===== src/rtl/ysyx_mem_arbiter.sv =====
// Two-requester memory arbiter: IFU (m0) and LSU (m1) share one memory port,
// one transaction outstanding, round-robin on ties.
// Optional response timeout enabled by defining MEM_ARB_TIMEOUT_EN.
module ysyx_mem_arbiter #(
  parameter int unsigned LSU_FIRST = 1,
  parameter int unsigned TO_CYCLES = 255
) (
  input  logic        clock,
  input  logic        reset,

  input  logic        m0_req_valid,
  output logic        m0_req_ready,
  input  logic [31:0] m0_addr,
  input  logic        m0_wen,
  input  logic [31:0] m0_wdata,
  input  logic [3:0]  m0_wmask,
  output logic        m0_rsp_valid,
  output logic [31:0] m0_rsp_rdata,
  output logic        m0_rsp_err,

  input  logic        m1_req_valid,
  output logic        m1_req_ready,
  input  logic [31:0] m1_addr,
  input  logic        m1_wen,
  input  logic [31:0] m1_wdata,
  input  logic [3:0]  m1_wmask,
  output logic        m1_rsp_valid,
  output logic [31:0] m1_rsp_rdata,
  output logic        m1_rsp_err,

  output logic        s_req_valid,
  input  logic        s_req_ready,
  output logic [31:0] s_addr,
  output logic        s_wen,
  output logic [31:0] s_wdata,
  output logic [3:0]  s_wmask,
  input  logic        s_rsp_valid,
  input  logic [31:0] s_rsp_rdata,
  input  logic        s_rsp_err
);

  typedef enum logic [0:0] {
    StIdle,
    StWait
  } state_e;

  localparam logic PtrInit = (LSU_FIRST != 0);

  state_e state_q, state_d;
  logic   ptr_q, ptr_d;      // master favoured on a tie: 0 = m0, 1 = m1
  logic   owner_q, owner_d;  // master whose transaction is outstanding

  logic        winner;
  logic        rsp_fire;
  logic [31:0] rsp_rdata;
  logic        rsp_err;

`ifdef MEM_ARB_TIMEOUT_EN
  localparam logic [7:0] ToLimit = 8'(TO_CYCLES);

  logic [7:0] cnt_q, cnt_d;

  // Timeout counter: counts WAIT cycles of the outstanding transaction
  always_ff @(posedge clock or negedge reset) begin
    if (!reset) begin
      cnt_q <= 8'd0;
    end else begin
      cnt_q <= cnt_d;
    end
  end
`else
  logic unused_to_cycles;
  assign unused_to_cycles = ^TO_CYCLES;
`endif

  // State, priority pointer and owner registers
  always_ff @(posedge clock or negedge reset) begin
    if (!reset) begin
      state_q <= StIdle;
      ptr_q   <= PtrInit;
      owner_q <= 1'b0;
    end else begin
      state_q <= state_d;
      ptr_q   <= ptr_d;
      owner_q <= owner_d;
    end
  end

  // Winner selection: a lone requester wins, a tie goes to the pointer
  always_comb begin
    winner = 1'b0;
    if (m0_req_valid && m1_req_valid) begin
      winner = ptr_q;
    end else begin
      winner = m1_req_valid;
    end
  end

  // Next-state logic, request mux and response capture
  always_comb begin
    state_d      = state_q;
    ptr_d        = ptr_q;
    owner_d      = owner_q;
    s_req_valid  = 1'b0;
    s_addr       = 32'h0;
    s_wen        = 1'b0;
    s_wdata      = 32'h0;
    s_wmask      = 4'h0;
    m0_req_ready = 1'b0;
    m1_req_ready = 1'b0;
    rsp_fire     = 1'b0;
    rsp_rdata    = 32'h0;
    rsp_err      = 1'b0;
`ifdef MEM_ARB_TIMEOUT_EN
    cnt_d        = cnt_q;
`endif

    unique case (state_q)
      StIdle: begin
        // Any s_rsp_valid seen here is stale and simply ignored
        if (m0_req_valid || m1_req_valid) begin
          s_req_valid = 1'b1;
          if (winner) begin
            s_addr       = m1_addr;
            s_wen        = m1_wen;
            s_wdata      = m1_wdata;
            s_wmask      = m1_wmask;
            m1_req_ready = s_req_ready;
          end else begin
            s_addr       = m0_addr;
            s_wen        = m0_wen;
            s_wdata      = m0_wdata;
            s_wmask      = m0_wmask;
            m0_req_ready = s_req_ready;
          end
          if (s_req_ready) begin
            owner_d = winner;
            state_d = StWait;
`ifdef MEM_ARB_TIMEOUT_EN
            cnt_d   = 8'd0;
`endif
          end
        end
      end

      StWait: begin
        if (s_rsp_valid) begin
          rsp_fire  = 1'b1;
          rsp_rdata = s_rsp_rdata;
          rsp_err   = s_rsp_err;
          ptr_d     = ~owner_q;
          state_d   = StIdle;
`ifdef MEM_ARB_TIMEOUT_EN
        end else if (cnt_q + 8'd1 == ToLimit) begin
          // Memory went silent: answer the owner with an error ourselves
          rsp_fire  = 1'b1;
          rsp_rdata = 32'h0;
          rsp_err   = 1'b1;
          ptr_d     = ~owner_q;
          state_d   = StIdle;
        end else begin
          cnt_d     = cnt_q + 8'd1;
`endif
        end
      end

      default: begin
        state_d = StIdle;
      end
    endcase

    // Everything handed to masters or memory stays quiet while reset is held
    if (!reset) begin
      s_req_valid  = 1'b0;
      s_addr       = 32'h0;
      s_wen        = 1'b0;
      s_wdata      = 32'h0;
      s_wmask      = 4'h0;
      m0_req_ready = 1'b0;
      m1_req_ready = 1'b0;
      rsp_fire     = 1'b0;
      rsp_rdata    = 32'h0;
      rsp_err      = 1'b0;
    end
  end

  // Response routing: only the owner ever sees a response
  always_comb begin
    m0_rsp_valid = rsp_fire & ~owner_q;
    m0_rsp_rdata = (rsp_fire & ~owner_q) ? rsp_rdata : 32'h0;
    m0_rsp_err   = rsp_err & rsp_fire & ~owner_q;
    m1_rsp_valid = rsp_fire & owner_q;
    m1_rsp_rdata = (rsp_fire & owner_q) ? rsp_rdata : 32'h0;
    m1_rsp_err   = rsp_err & rsp_fire & owner_q;
  end

endmodule

===== config.mk =====
export PLATFORM = sky130hd
export DESIGN_NAME = ysyx_mem_arbiter
export DESIGN_NICKNAME = d
export VERILOG_FILES = /design/src/rtl/ysyx_mem_arbiter.sv
export SDC_FILE = /design/constraint.sdc
export NUM_CORES = 1
export LEC_CHECK = 0
export ABC_AREA = 1
export ABC_CLOCK_PERIOD_IN_PS = 2000
export CORE_AREA = 5 5 119 121
export CTS_CLUSTER_DIAMETER = 120
export DETAILED_ROUTE_END_ITERATION = 6
export DIE_AREA = 0 0 124 126
export GPL_TIMING_DRIVEN = 0
export SYNTH_ARGS = -nofsm -noshare
export SYNTH_HDL_FRONTEND = slang
export SYNTH_SLANG_ARGS = --single-unit

===== constraint.sdc =====
create_clock -name clock -period 2 [get_ports clock]
set_input_delay 0.4 -clock clock [delete_from_list [all_inputs] [get_ports clock]]
set_output_delay 0.4 -clock clock [all_outputs]
set_load 0.01 [all_outputs]

==> run metrics <==
status=complete, but fails checks; failing checks=setup timing; Antenna Nets Post-Route=0; syn_nets=677; clk sink count=3; EDFF count, synth=0; total gr overflow=0; Pwr Density=339 nW/um^2; DRT iter0 DRCs=82; Unique masters post-synth=15; # port buffers=316; Final Cell Area=5560 sq um; Final nets=1,019; most area-hungry cell type in the Yosys netlist=nor2_1; number of I/O pins=317; Sequential Area=76.3 sq um; initial core utilization=15.7%; Max clock buf depth=2; total number of vias=3,839; max incr delay on CP=520 ps; number of max-cap violations=0; Crit Path Max Fanout=7; vias per cell=3.77; RR Endpoint=owner_q$_DFFE_PN0P_; VDD IR max=0.000363 V; Worst Path Arrival=1620 ps; Crit path max-delay family=flip-flops; Crit path buffers/inverters=4; Critical Path RT=1600 ps; share of flip-flops with an asynchronous set or reset=100%; Syn. warnings=0; max_slew headroom=85.4%; clock skew=2.15 ps; cells along the critical path=inv_2 -> nand2_4 -> nand2_8 -> buf_12 -> buf_8 -> nand2_1 -> nand2_1 -> nor2_2 -> buf_2; core box area=13,000 sq um; die area=15,600 sq um; path type of the worst setup path=reg -> out; # setup viols final=2; vias in the first global route=3,778; CTS tree=done; Root Buffer=clkbuf_16; initial antenna violation count=0; Area contributors post-synth=nor2_1 38%, nand2_1 26%, inv_1 20%, buf_6 3.9%, buf_2 3.4%; CP endpoint kind=primary output; first-pass GRT wire length=19,300 um; Fill cells=1,490; # rows=42; top cell type's share of synthesized area=37.7%; Remaining DRCs=0; total CTS buffers=3; Antenna Diode Count=0; met2 WL=6730 um; GRT Resource Usage Total=15.6%; worst-margin pin slew=216 ps; count leader, synth=nor2_1; crit start category=flop; Routed WL=13,500 um; DR WL met3=1590 um; wire length on met1=5080 um; register area share after synthesis=3.74%; crit-path most repeated cell=nand2_1; Clock transition at path regs=30 ps; Die H=126 um; routability cong.=0.795; slowest CP cell=dfstp_2; H-tree lvl count=1; Fin Hold WS=169 ps; minimum clock period=2020 ps; Mapped Cells=500; unrepaired setup endpoints after global routing=yes; Max Slew Vio Count=0; share of cells above drive strength 1=25.6%; synthesized area=2040 sq um; HP Class=in -> async; Avg Synthesized Cell Area=4.08 sq um; leak pwr=3.34 nW; detailed placement HPWL=11,100 um; Die X=124 um; largest net degree at the start of global routing=11; register-to-register path setup slack=710 ps; Layout area overhead=173%; synthesized flop and latch total=3; crit path from=ptr_q$_DFFE_PN1N_; R2R Path Start=ptr_q$_DFFE_PN1N_; FF-to-FF path depth=6; f_max=495 MHz; Final WS setup=-22.1 ps; footprint of the multi-input gates=1600 sq um; later-pin clock latency in the skew report=220 ps; Pre-antenna DRT Iters=6; Avg WL per Cell=13.3 um; placed instance area=5420 sq um; Main synth FF type=dfrtp_1; synth cell count leaders=205 x nor2_1, 143 x nand2_1, 109 x inv_1; Tcrit/Tclk final=101%; Highest Signal Layer=met4; final core area utilization=42.8%; Final Hold Viols=0
## stage by stage
stage | setup TNS [ps] | instances | setup WS, ps | power (mW)
global placement | -120570 | 992 | -1090 | 1.44
floorplan | 0 | 500 | 313 | 0.644
global route | -1880 | 1017 | -72.9 | 2.04
CTS | -643 | 1012 | -78.1 | 1.81
finish | -30.6 | 1017 | -22.1 | 1.88
detailed placement | -120000 | 992 | -1080 | 1.44
## routing by layer
layer  vias up  GRT usage [%]
met3         6           5.56
met4         0           2.90
met2       169           28.7
met1      1603           17.1
li1       2061              -
met5         -              0
## cell type report
cell class | count | share of cell area (%)
plain buffers | 28 | 6.30
clock buffers | 4 | 1.42
inverters | 110 | 7.47
multi-input cells | 359 | 28.7
flip-flops and latches | 3 | 1.37
well taps | 176 | 3.96
repair buffers | 337 | 50.7
## flip-flops by register name (all words and copies together) (netlist names)
name and flops:
owner_q 1, ptr_q 1, state_q 1
## power breakdown
| part | internal [mW] | switching, mW |
|---|---|---|
| registers | 0.0813 | 0.0165 |
| clock network | 0.263 | 0.0539 |
| logic | 0.775 | 0.694 |
| total | 1.12 | 0.764 |
## timing repair
item | CTS | global route
gates cloned | 2 | 2
pin swaps | 6 | 20
resized for setup | 488 | 94
endpoints found under the hold margin | 2 | 0
hold buffers | 1 | 0
setup buffers | 13 | 3
setup endpoints to repair | 140 | 109
## layout by cell type, fill, tap and decap left out, types with 2 or more instances in the layout
cell type        synthesis  routed
clkbuf_2                 0      22
buf_4                    0      15
clkdlybuf4s50_1          0     172
clkbuf_8                 0       6
o21ai_0                  3       3
nand2_4                  0      11
inv_2                    1       2
nor2_2                   0      13
nand3_4                  0       2
buf_2                   14      83
nor2_1                 205     191
buf_6                    7      18
clkdlybuf4s15_2          0       2
clkbuf_16                0       5
dfrtp_1                  2       2
clkbuf_4                 0       2
nand2_1                143     110
dlygate4sd2_1            0      34
inv_1                  109     107
buf_12                   0       3
buf_8                    0       4
nand2_2                  0      21
## worst reg2reg max path: stages, from the launching register on
cell	delay [ps]
dfstp_2	520
inv_2	50
nand2_4	80
nand2_8	70
buf_6	140
buf_8	140
o21ai_0	180
## how the worst max path moves through the flow
stage,cells past startpoint,slack (ps),endpoint
finish,9,-20,s_addr[9]
global route,9,-70,s_addr[27]
floorplan,6,310,m1_req_ready
detailed placement,7,-1080,s_wdata[12]
CTS,8,-80,s_wdata[7]
global placement,7,-1090,s_addr[9]
## logic make-up (layout without fill, tap and decap cells)
family | after synthesis | count (layout) | share of synthesized area (%)
AOI/OAI and AO/OA | 4 | 4 | 0.981
buffers and inverters | 138 | 479 | 28.8
DFF | 3 | 3 | 3.74
and+or+nand+nor | 355 | 355 | 66.4
No activity file was read; power rests on OpenSTA's default activity.
